[src/rtl/perceptron_pkg.sv]
// Shared types and helpers for the perceptron trainer.
// State encoding, target encoding and accumulator sizing.
package perceptron_pkg;

    typedef enum logic [2:0] {
        IDLE,
        REQ,
        CALC,
        UPDATE,
        DONE
    } state_t;

    // Target bit 1 carries the sign: 0 means +1, 1 means -1.
    localparam int         T_SIGN = 1;
    localparam logic [1:0] T_POS  = 2'b00;
    localparam logic [1:0] T_NEG  = 2'b10;

    // Wide enough for bias plus N_IN full-scale products.
    function automatic int acc_width(
        input int w_w,
        input int x_w,
        input int n_in
    );
        return w_w + x_w + $clog2(n_in) + 1;
    endfunction

endpackage

[src/rtl/perceptron_mac.sv]
// Multiply-accumulate for the trainer: loads the bias on clear,
// then adds one weight*input product per enabled cycle.
module perceptron_mac
    import perceptron_pkg::*;
#(
    parameter int X_W = 7,
    parameter int W_W = 14,
    parameter int A_W = 23
) (
    input  logic                  clk,
    input  logic                  rst,
    input  logic                  clr,
    input  logic                  en,
    input  logic signed [W_W-1:0] init,
    input  logic signed [W_W-1:0] wi,
    input  logic signed [X_W-1:0] xi,
    output logic signed [A_W-1:0] acc
);

    logic signed [W_W+X_W-1:0] prod;

    assign prod = wi * xi;

    // Accumulator register: clear loads the bias, enable adds a product.
    always_ff @(posedge clk or negedge rst) begin
        if (!rst) begin
            acc <= '0;
        end else if (clr) begin
            acc <= A_W'(init);
        end else if (en) begin
            acc <= acc + A_W'(prod);
        end
    end

endmodule

[src/rtl/perceptron_trainer.sv]
// Perceptron trainer: fetches samples, predicts, updates weights.
// Define PERCEPTRON_SAT_EN to saturate updates instead of wrapping.
module perceptron_trainer
    import perceptron_pkg::*;
#(
    parameter int N_IN      = 2,
    parameter int X_W       = 7,
    parameter int W_W       = 14,
    parameter int MAX_EPOCH = 16,
    parameter int LR_SHIFT  = 0
) (
    input  logic                   clk,
    input  logic                   rst,
    input  logic                   start,
    input  logic [31:0]            n_samples,
    input  logic [N_IN*X_W-1:0]    x,
    input  logic [1:0]             t,
    input  logic                   data_ready,
    output logic                   request,
    output logic                   done,
    output logic                   converged,
    output logic [N_IN*W_W-1:0]    w,
    output logic signed [W_W-1:0]  b,
    output logic [31:0]            epoch
);

    localparam int A_W  = acc_width(W_W, X_W, N_IN);
    localparam int CH_W = (N_IN > 1) ? $clog2(N_IN) : 1;
    localparam int S_W  = W_W + X_W + LR_SHIFT + 2;
    localparam logic [CH_W-1:0] CH_LAST = CH_W'(N_IN - 1);

    state_t state, state_nx;

    logic signed [W_W-1:0] wr [N_IN];
    logic signed [X_W-1:0] xr [N_IN];
    logic signed [S_W-1:0] wdel [N_IN];
    logic signed [S_W-1:0] wsum [N_IN];
    logic signed [S_W-1:0] bdel, bsum;
    logic signed [A_W-1:0] acc;
    logic [31:0]           n_lat, idx;
    logic [CH_W-1:0]       ch;
    logic                  t_neg, err;
    logic                  capture, mismatch, err_any;
    logic                  last_smp, cap_hit;
    logic                  t_unused;

    assign t_unused = t[0];
    assign capture  = (state == REQ) && data_ready;
    assign mismatch = (acc < A_W'(0)) != t_neg;
    assign err_any  = err | mismatch;
    assign last_smp = (idx + 32'd1) >= n_lat;
    assign cap_hit  = (epoch + 32'd1) >= 32'(MAX_EPOCH);
    assign request  = (state == REQ);
    assign done     = (state == DONE);

    for (genvar i = 0; i < N_IN; i++) begin : g_pack
        assign w[i*W_W +: W_W] = wr[i];
    end

`ifdef PERCEPTRON_SAT_EN
    localparam logic signed [S_W-1:0] W_MAX = S_W'((2 ** (W_W - 1)) - 1);
    localparam logic signed [S_W-1:0] W_MIN = S_W'(-(2 ** (W_W - 1)));
`endif

    // Bring a widened update result back into W_W bits.
    function automatic logic signed [W_W-1:0] fit(
        input logic signed [S_W-1:0] v
    );
`ifdef PERCEPTRON_SAT_EN
        if (v > W_MAX) return W_MAX[W_W-1:0];
        if (v < W_MIN) return W_MIN[W_W-1:0];
`endif
        return v[W_W-1:0];
    endfunction

    perceptron_mac #(
        .X_W (X_W),
        .W_W (W_W),
        .A_W (A_W)
    ) u_mac (
        .clk  (clk),
        .rst  (rst),
        .clr  (capture),
        .en   (state == CALC),
        .init (b),
        .wi   (wr[ch]),
        .xi   (xr[ch]),
        .acc  (acc)
    );

    // Candidate weights and bias moved by +/- x (or 1) scaled by the rate.
    always_comb begin
        for (int i = 0; i < N_IN; i++) begin
            wdel[i] = S_W'(xr[i]) <<< LR_SHIFT;
            if (t_neg) wdel[i] = -wdel[i];
            wsum[i] = S_W'(wr[i]) + wdel[i];
        end
        bdel = S_W'(1) <<< LR_SHIFT;
        if (t_neg) bdel = -bdel;
        bsum = S_W'(b) + bdel;
    end

    // State register.
    always_ff @(posedge clk or negedge rst) begin
        if (!rst) state <= IDLE;
        else      state <= state_nx;
    end

    // Next-state logic.
    always_comb begin
        state_nx = state;
        unique case (state)
            IDLE: begin
                if (start) state_nx = (n_samples == '0) ? DONE : REQ;
            end
            REQ: begin
                if (data_ready) state_nx = CALC;
            end
            CALC: begin
                if (ch == CH_LAST) state_nx = UPDATE;
            end
            UPDATE: begin
                if (!last_smp)                state_nx = REQ;
                else if (!err_any || cap_hit) state_nx = DONE;
                else                          state_nx = REQ;
            end
            DONE: begin
                if (!start) state_nx = IDLE;
            end
            default: state_nx = IDLE;
        endcase
    end

    // Training datapath: sample capture, channel walk, weight update, epochs.
    always_ff @(posedge clk or negedge rst) begin
        if (!rst) begin
            for (int i = 0; i < N_IN; i++) begin
                wr[i] <= '0;
                xr[i] <= '0;
            end
            b         <= '0;
            epoch     <= '0;
            converged <= 1'b0;
            t_neg     <= 1'b0;
            n_lat     <= '0;
            idx       <= '0;
            err       <= 1'b0;
            ch        <= '0;
        end else begin
            unique case (state)
                IDLE: begin
                    if (start) begin
                        for (int i = 0; i < N_IN; i++) wr[i] <= '0;
                        b         <= '0;
                        epoch     <= '0;
                        idx       <= '0;
                        err       <= 1'b0;
                        n_lat     <= n_samples;
                        converged <= (n_samples == '0);
                    end
                end
                REQ: begin
                    if (data_ready) begin
                        for (int i = 0; i < N_IN; i++) begin
                            xr[i] <= x[i*X_W +: X_W];
                        end
                        t_neg <= t[T_SIGN];
                        ch    <= '0;
                    end
                end
                CALC: begin
                    ch <= ch + CH_W'(1);
                end
                UPDATE: begin
                    if (mismatch) begin
                        for (int i = 0; i < N_IN; i++) wr[i] <= fit(wsum[i]);
                        b <= fit(bsum);
                    end
                    idx <= idx + 32'd1;
                    if (!last_smp) begin
                        err <= err_any;
                    end else begin
                        epoch <= epoch + 32'd1;
                        if (!err_any) begin
                            converged <= 1'b1;
                        end else if (!cap_hit) begin
                            idx <= '0;
                            err <= 1'b0;
                        end
                    end
                end
                default: ;
            endcase
        end
    end

endmodule
[config.mk]
export PLATFORM = sky130hd
export DESIGN_NAME = perceptron_trainer
export DESIGN_NICKNAME = d
export VERILOG_FILES = /design/src/rtl/perceptron_pkg.sv /design/src/rtl/perceptron_mac.sv /design/src/rtl/perceptron_trainer.sv
export SDC_FILE = /design/constraint.sdc
export NUM_CORES = 1
export LEC_CHECK = 0
export ABC_AREA = 1
export CAP_MARGIN = 20
export CORE_ASPECT_RATIO = 1.4
export CORE_MARGIN = 3
export CORE_UTILIZATION = 35
export DETAILED_ROUTE_END_ITERATION = 12
export GPL_ROUTABILITY_DRIVEN = 0
export PLACE_DENSITY = 0.53
export REMOVE_ABC_BUFFERS = 1
export SLEW_MARGIN = 30
export SYNTH_ARGS = -nofsm -noshare
export SYNTH_HDL_FRONTEND = slang
export SYNTH_SLANG_ARGS = --single-unit
[constraint.sdc]
create_clock -name clk -period 7.05 [get_ports clk]
set_clock_uncertainty 0.05 [all_clocks]
set_input_delay 1.41 -clock clk [delete_from_list [all_inputs] [get_ports clk]]
set_output_delay 1.41 -clock clk [all_outputs]
set_load 0.02 [all_outputs]
==> impl_metrics.tcl <==
set metrics [dict create \
    status "finished, final reports clean" \
    dieArea_um2 49800 \
    tritoncts "built" \
    drc 0 \
    ctsLongestPathBuffers 2 \
    post_synth.cell_area_avg_um2 7.29 \
    placeableCoreArea_um2 46300 \
    max_freq_ghz 0.162 \
    report.final.slew_viol_count 0 \
    i_o_pin_count 129 \
    max_cap_violations 0 \
    vias_per_cell 4.96 \
    number_of_global_route_vias_before_repair 15289 \
    syn-instance-count 2266 \
    number_of_synthesized_register_bits 182 \
    period_needed_ns 6.16 \
    groute.usage.overall_pct 20.4 \
    fin_crit_share_pct 87.4 \
    die_height_um 263 \
    worst_ep_required_time_ns 7.36 \
    path_delay_family "adder cells" \
    final_area_um2 19100 \
    worst_path_largest_cell_delay_ns 0.69 \
    register_area_share_after_synthesis_pct 27.6 \
    report.final.hold_viol_count 0 \
    finalSetupViolations 0 \
    cts-root-buf "sky130_fd_sc_hd__clkbuf_16" \
    dr.first_iter.drc_count 937 \
    hold_buffers 0 \
    route.vias.total 14951 \
    initial_utilization_pct 35.6 \
    critical_path.cell_chain "buf_4 > nand2_1 > o21ai_1 > inv_1 > nand2_1 > fa_1 > fa_1 > inv_1 > fa_1 > inv_1 > fa_1 > inv_1 > ha_1 > inv_1 > nor3_1 > nand3_1 > nand3_1 > a21oi_1 > o21ai_0 > a21oi_1 > o21ai_0 > a21oi_1" \
    relative_max_transition_margin_pct 32.1 \
    min_path_type "reg2reg" \
    timing.critical_path.fanout_max 25 \
    timing.critical_path.slowest_stage_cell "sky130_fd_sc_hd__dfrtp_1" \
    antenna_found_initial 1 \
    drtAntennaViolNets 0 \
    die_extent_in_x_um 190 \
    cts_max_level 4 \
    layout.nets 2665 \
    global_route_wire_length_before_repair_mm 80.9 \
    ctsResizeCount 0 \
    dr.pass1.iters 5 \
    sort_of_element_at_the_start_of_the_critical_path "flip-flop" \
    tritoncts_num_sinks 182 \
    endpoint_kind "flip-flop" \
    drt-wirelength-per-cell_um 16.5 \
    place_area_um2 18500 \
    tritoncts.num_buffers 17 \
    cell_repeated_most_along_the_worst_path "sky130_fd_sc_hd__inv_1" \
    rsz0062_at_grt "false" \
    layout-area-overhead-vs-synth_pct 15.8 \
    drt-total-wl_mm 49.6 \
    final.setup.tns_ns 0 \
    floorplan.rows 93 \
    summed_instance_area_of_the_synthesized_netlist_um2 16500 \
    yosys_warnings 0 \
    yosysUniqueCellTypes 47 \
    cts_setup_buffers 0 \
    cts.reportedPaths.clkPinSlew_ns 0.08 \
    asyncSetResetFlopFracSynth_pct 100 \
    setup.worst_path.class "reg2reg" \
    final_layout_size_suffix_gt1_share_pct 4.05 \
    path_buf_inv 6 \
    crit_arrival_ns 6.47 \
    ys.flop_type "sky130_fd_sc_hd__dfrtp_1" \
    synth_enable_flop_cells 0 \
    post-dp-hpwl_mm 39.4 \
    worst-slew-pin-transition_ns 1.01 \
    worst_skew_pair.late_latency_ns 0.47 \
    grt_start_max_net_pins 143 \
    gr-total-overflow 0 \
    place.port_buffers 127 \
]
-- cells by family after synthesis --
logic type	after synthesis	synth area share, %
xor+xnor	65	3.45
flops	182	27.6
buf+inv	452	10.4
simple gates	986	24.5
fa+ha+maj	230	22.1
compound gates	351	11.9
-- cell usage in the layout (no fill, tap or decap), types with 26 or more instances in the layout --
| cell type | n |
|---|---|
| sky130_fd_sc_hd__nand3_1 | 70 |
| sky130_fd_sc_hd__o21ai_0 | 138 |
| sky130_fd_sc_hd__nor2_1 | 268 |
| sky130_fd_sc_hd__dfrtp_1 | 182 |
| sky130_fd_sc_hd__inv_1 | 396 |
| sky130_fd_sc_hd__nand2_1 | 537 |
| sky130_fd_sc_hd__ha_1 | 127 |
| sky130_fd_sc_hd__o22ai_1 | 35 |
| sky130_fd_sc_hd__clkdlybuf4s50_1 | 126 |
| sky130_fd_sc_hd__a21oi_1 | 112 |
| sky130_fd_sc_hd__xor2_1 | 55 |
| sky130_fd_sc_hd__fa_1 | 103 |
| sky130_fd_sc_hd__nor3_1 | 26 |
-- flip-flops by register name, indices dropped and copies added, names as in the netlist --
| register | flops |
|---|---|
| b | 14 |
| converged | 1 |
| t_neg | 1 |
| xr | 14 |
| err | 1 |
| n_lat | 32 |
| state | 3 |
| idx | 32 |
| epoch | 32 |
| ch | 1 |
| w | 28 |
| u_mac.acc | 23 |
-- worst min-delay path, delay by kind of cell, from the launching register on --
kind / cells / cell delay, ns
flip-flops: 1 / 0.35
AND/OR/NAND/NOR: 2 / 0.11
-- area by class of cell --
cell class	count	area (um^2)
antenna	1	2.50
clock buffer	21	460
clock inverter	11	125
inverter	403	1510
sequential	182	4550
tap	617	772
timing repair buffer	147	1440
fill	4913	27200
multi-input combinational	1632	10300
-- per-stage QoR --
step | hold WS [ns] | util (%) | instances | worst slack [ns]
2_1_floorplan | 0.398 | - | 2217 | 1.42
3_3_place_gp | 0.419 | 40.0 | 2981 | 1.04
3_5_place_dp | 0.422 | 40.0 | 2981 | 0.949
4_1_cts | 0.438 | 41.3 | 3013 | 0.931
5_1_grt | 0.471 | 41.3 | 3014 | 0.403
6_report | 0.432 | 41.3 | 3014 | 0.888
-- per-layer routing --
| metal | global-route usage, % | part of all wire (%) | vias to the layer above |
|---|---|---|---|
| met5 | 0 | 0 | - |
| met4 | 7.34 | 3.1 | 0 |
| met3 | 2.05 | 3.3 | 76 |
| met2 | 38.5 | 54 | 302 |
| met1 | 23.6 | 40 | 7158 |
| li1 | - | - | 7415 |
-- path summary, 6_finish.rpt --
| kind | cells past startpoint | slack [ns] | from | endpoint |
|---|---|---|---|---|
| max in group asynchronous | 2 | 4.93 | rst | ch |
| worst max-delay path | 22 | 0.89 | ch | u_mac.acc[19] |
| worst max register to register | 22 | 0.89 | ch | u_mac.acc[19] |
| min in group asynchronous | 1 | 0.81 | rst | b[11] |
| worst min-delay path | 2 | 0.43 | n_lat[0] | n_lat[0] |
| worst min register to register | 2 | 0.43 | n_lat[0] | n_lat[0] |
-- cells in the mapped netlist, types with 10 or more instances --
cell type / number / area [um^2]
sky130_fd_sc_hd__a21oi_1: 112 / 561
sky130_fd_sc_hd__clkbuf_1: 39 / 146
sky130_fd_sc_hd__dfrtp_1: 182 / 4550
sky130_fd_sc_hd__fa_1: 103 / 2060
sky130_fd_sc_hd__ha_1: 127 / 1590
sky130_fd_sc_hd__inv_1: 398 / 1490
sky130_fd_sc_hd__nand2_1: 537 / 2020
sky130_fd_sc_hd__nand2_2: 14 / 87.6
sky130_fd_sc_hd__nand3_1: 70 / 350
sky130_fd_sc_hd__nand4_1: 24 / 150
sky130_fd_sc_hd__nor2_1: 272 / 1020
sky130_fd_sc_hd__nor3_1: 26 / 130
sky130_fd_sc_hd__nor4_1: 14 / 87.6
sky130_fd_sc_hd__o21ai_0: 139 / 696
sky130_fd_sc_hd__o22ai_1: 35 / 219
sky130_fd_sc_hd__or2_2: 11 / 68.8
sky130_fd_sc_hd__xnor2_1: 10 / 87.6
sky130_fd_sc_hd__xor2_1: 55 / 482
Power is not shown: default switching activity piles up to over one toggle a cycle in this logic, so the estimate is an artifact.
==> variant 1 (same settings) <==
`MAX_EPOCH`: 16 -> 15.
--- a/src/rtl/perceptron_trainer.sv
+++ b/src/rtl/perceptron_trainer.sv
@@ -6,7 +6,7 @@
     parameter int N_IN      = 2,
     parameter int X_W       = 7,
     parameter int W_W       = 14,
-    parameter int MAX_EPOCH = 16,
+    parameter int MAX_EPOCH = 15,
     parameter int LR_SHIFT  = 0
 ) (
     input  logic                   clk,
Formal check against the unedited RTL: no difference found for any inputs over 4 cycles, from zero or initial values and one cycle with rst low; that may be too few to reach the edited logic, so the function may still have changed.
==> variant 1 against the original RTL <==
  * Routed wire length decreased by 5.8%
  * Fmax grew 0.17%
  * Worst setup slack improved by 11 ps
  * Global-route usage down 0.74 points
  * Synthesized area down 1.3%
  * Count of clock-buffer cells in the layout down 2
  * Synthesized cell count decreased by 5.1%
  * Sequential share of layout area is 0.26 points higher
  * Sequential cell count stayed put
  * Design area fell by 1.1%
Power is not shown: default switching activity piles up to over one toggle a cycle in this logic, so the estimate is an artifact.
==> variant 1: results (changes against the original RTL) <==
- Worst-path fanout max: 17 (-32%)
- Share of cells above drive strength 1: 0.05337 (+0.01288)
- Synth Area in Compound Gates: 0.1292 (+0.01011)
- Ant. Diodes: 0 (-1)
- Vias in the first global route: 14859 (-2.8%)
- Initial antenna violation count: 1 (unchanged)
- Number of fill cells in the layout: 4777 (-2.8%)
- Xor/xnor share of the synthesized area: 0.03439 (-0.00009790)
- Final std cells w/o fill: 2897 (-3.9%)
- Max stage delay on crit path: 600 ps (-90 ps)
- Layout Nets: 2555 (-4.1%)
- Via count: 14394 (-3.7%)
- Mux cell area share after synthesis: 0.001382 (+0.001382)
- Initial drt markers: 797 (-15%)
- Mapped Avg Cell Area: 7.578 um2 (+4.0%)
- Register area share after synthesis: 0.2794 (+0.003515)
- Status: finished clean
- DP Area: 18320 um2 (-1.1%)
- HPWL after detailed placement: 36.99 mm (-6.2%)
- Pin count of the biggest net entering global routing: 66 (-54%)
- Wire per inst: 16.12 um (-2.0%)
- Most common library cells after synthesis: nand2_1, inv_1, nor2_1, dfrtp_1, o21ai_0
- Worst-margin pin slew: 989.8 ps (-22.51 ps)
- Gr usage total: 0.1964 (-0.007449)
- Yosys cell types: 51 (+8.5%)
- Ranking of synthesized cells by area: dfrtp_1, fa_1, nand2_1
- First-pass GRT wire length: 77.58 mm (-4.1%)
[variant 1: cell types whose count changed after synthesis, sizes merged, moves of 4 or more]
cell,unedited run,this run
xor2,55,50
nor2,280,235
nand2,551,476
inv,400,375
xnor2,10,14
o21ai,148,185
o31ai,6,2
a21oi,112,103
or2,12,6
o22ai,35,24
nand3,72,90
[variant 1: final cells by class]
| type | count | area [um2] | area share |
|---|---|---|---|
| Clock buffer | 19 | 432.9 | 0.02289 |
| Clock inverter | 13 | 151.4 | 0.008005 |
| Inverter | 379 | 1423 | 0.07522 |
| Multi-Input combinational cell | 1542 | 10130 | 0.5355 |
| Sequential cell | 182 | 4554 | 0.2408 |
| Tap cell | 611 | 764.5 | 0.04042 |
| Timing Repair Buffer | 151 | 1459 | 0.07714 |
[variant 1: worst paths after layout]
check | end | startpoint | cells past startpoint
min reg2reg | n_lat[0]$_DFFE_PN0P_ | n_lat[0]$_DFFE_PN0P_ | 2
max reg2reg | u_mac.acc[19]$_DFFE_PN0P_ | ch$_DFFE_PN0P_ | 22
max | u_mac.acc[19]$_DFFE_PN0P_ | ch$_DFFE_PN0P_ | 22
max in group asynchronous | idx[3]$_DFFE_PN0P_ | rst | 2
min | n_lat[0]$_DFFE_PN0P_ | n_lat[0]$_DFFE_PN0P_ | 2
min in group asynchronous | w[20]$_DFFE_PN0P_ | rst | 1
[variant 1: routing by layer]
layer / routed length, um / vias up / global-route usage
li1: - / 7118 / -
met1: 20120 / 6852 / 0.2402
met2: 22800 / 339 / 0.3454
met3: 2011 / 85 / 0.02999
met4: 1777 / 0 / 0.08321
met5: 0 / - / 0
[variant 1: tightest hold or removal path: stages, from the launching register on]
cell and delay [ps]:
dfrtp_1 350, nand2_1 60, nand2_1 50
[variant 1: cells by family (layout without fill, tap and decap cells)]
| group | Yosys count | count (layout) |
|---|---|---|
| simple gates | 879 | 879 |
| flops | 182 | 182 |
| compound gates | 368 | 368 |
| fa+ha+maj | 230 | 230 |
| buf+inv | 427 | 562 |
| mux | 1 | 1 |
| xor+xnor | 64 | 64 |
[variant 1: through the flow]
step,setup WS [ps],hold WS (ps)
floorplan,1369,398.3
global placement,963.4,423.6
detailed placement,948.1,425.7
CTS,883.7,444.2
global route,430.0,461.8
finish,898.4,433.5
==> variant 2 (same flow settings) <==
Without the edit above. Encoding of `state_t`: now one-hot (5 bits for 5 states).
--- a/src/rtl/perceptron_pkg.sv
+++ b/src/rtl/perceptron_pkg.sv
@@ -2,12 +2,12 @@
 // State encoding, target encoding and accumulator sizing.
 package perceptron_pkg;
 
-    typedef enum logic [2:0] {
-        IDLE,
-        REQ,
-        CALC,
-        UPDATE,
-        DONE
+    typedef enum logic [4:0] {
+        IDLE   = 5'b00001,
+        REQ    = 5'b00010,
+        CALC   = 5'b00100,
+        UPDATE = 5'b01000,
+        DONE   = 5'b10000
     } state_t;
 
     // Target bit 1 carries the sign: 0 means +1, 1 means -1.
Behaviour: same outputs for any inputs over 4 cycles, from zero or initial values and one cycle with rst low; so few cycles prove little.
==> variant 2 against the original RTL <==
  * Design area increased by 1.2%
  * Synthesized cell count decreased by 0.84%
  * Synthesized area increased by 1.5%
  * Count of clock-buffer cells in the layout decreased by 4
  * Routed wire length decreased by 1.6%
  * Sequential share of layout area about the same
  * Worst setup slack improved by 58 ps
  * Sequential cell count increased by 2
  * Critical endpoint unchanged
Power is not shown: default switching activity piles up to over one toggle a cycle in this logic, so the estimate is an artifact.
==> variant 2: results (changes against the original RTL) <==
- Status: finished clean
- Share of cells above drive strength 1: 0.04968 (+0.009200)
- Multi-In Gates: 1603 (-1.8%)
- HPWL after detailed placement: 38.61 mm (-2.0%)
- Fraction of area in multi-input gates: 0.5374 (+0.001116)
- Mapped Avg Cell Area: 7.460 um2 (+2.4%)
- Hold Startpoint: err$_DFFE_PN0P_
- ClkCell Share: 0.03013 (-0.0004939)
- Most common library cells after synthesis: nand2_1, inv_1, nor2_1, dfrtp_1, o21ai_0
- Final Cell Area: 19350 um2 (+1.2%)
- Yosys cell types: 57 (+21%)
- DP Area: 18770 um2 (+1.3%)
- Initial drt markers: 838 (-11%)
- Pin count of the biggest net entering global routing: 136 (-4.9%)
- Ant. Diodes: 0 (-1)
- Cells on Worst Hold Path: 2 (unchanged)
- Number of fill cells in the layout: 4877 (-0.73%)
- Inverter count: 407 (+0.99%)
- Ranking of synthesized cells by area: dfrtp_1, fa_1, nand2_1
- Reg area: 4606 um2 (+1.1%)
- Gr usage total: 0.1955 (-0.008267)
- Layout Nets: 2644 (-0.79%)
- Reg-to-reg slack, setup: 950 ps (+60 ps)
- Critical Path AT: 6440 ps (-30 ps)
- Register area share after synthesis: 0.2748 (-0.001120)
- Slew headroom: 0.3476 (+0.02700)
- Non-CTS buffers: 149 (+1.4%)
- F_max: 163.8 MHz (+0.96%)
- Final std cells w/o fill: 2999 (-0.50%)
- Ys flop type: dfrtp_1
- Min Hold Slack: 429.4 ps (-2.548 ps)
- Worst-path fanout max: 27 (+8.0%)
- Placement Setup Slack: 884.6 ps (-63.91 ps)
- Crit path from: ch$_DFFE_PN0P_
- Initial antenna violation count: 0 (-1)
- Sink of the worst hold path: err$_DFFE_PN0P_
- First-pass GRT wire length: 78.82 mm (-2.6%)
- Via count: 14877 (-0.49%)
- Wire per inst: 16.27 um (-1.1%)
- Seq cells: 184 (+1.1%)
- Final Core Density: 0.4103 (-0.002566)
- Non-clk buf share: 0.07508 (-0.0001193)
-- variant 2: logic make-up after synthesis --
| family | synth area share |
|---|---|
| AO/OA/AOI/OAI | 0.1336 |
| XOR/XNOR | 0.03083 |
| adder cells (fa/ha/maj) | 0.2178 |
| buffers and inverters | 0.1056 |
| flip-flops | 0.2748 |
| AND/OR/NAND/NOR | 0.2374 |
-- variant 2: critical path: stages, from the launching register on --
cell and delay [ps]:
dfrtp_1 710, buf_4 320, o21ai_0 770, inv_1 180
nor2_1 200, fa_1 450, fa_1 530, fa_1 570
inv_1 60, fa_1 540, inv_1 50, ha_1 340
nand2_1 100, inv_1 40, a21boi_0 220, nand3_1 190
a21oi_1 240, o21ai_0 130, a21oi_1 130, o21ai_0 90
a21oi_1 120
-- variant 2: per-layer routing --
metal	track usage	share of wire	up-vias
li1	-	-	7428
met1	0.2230	0.40	7155
met3	0.02223	0.027	68
met4	0.06529	0.028	0
met2	0.3742	0.54	226
met5	0	0	-
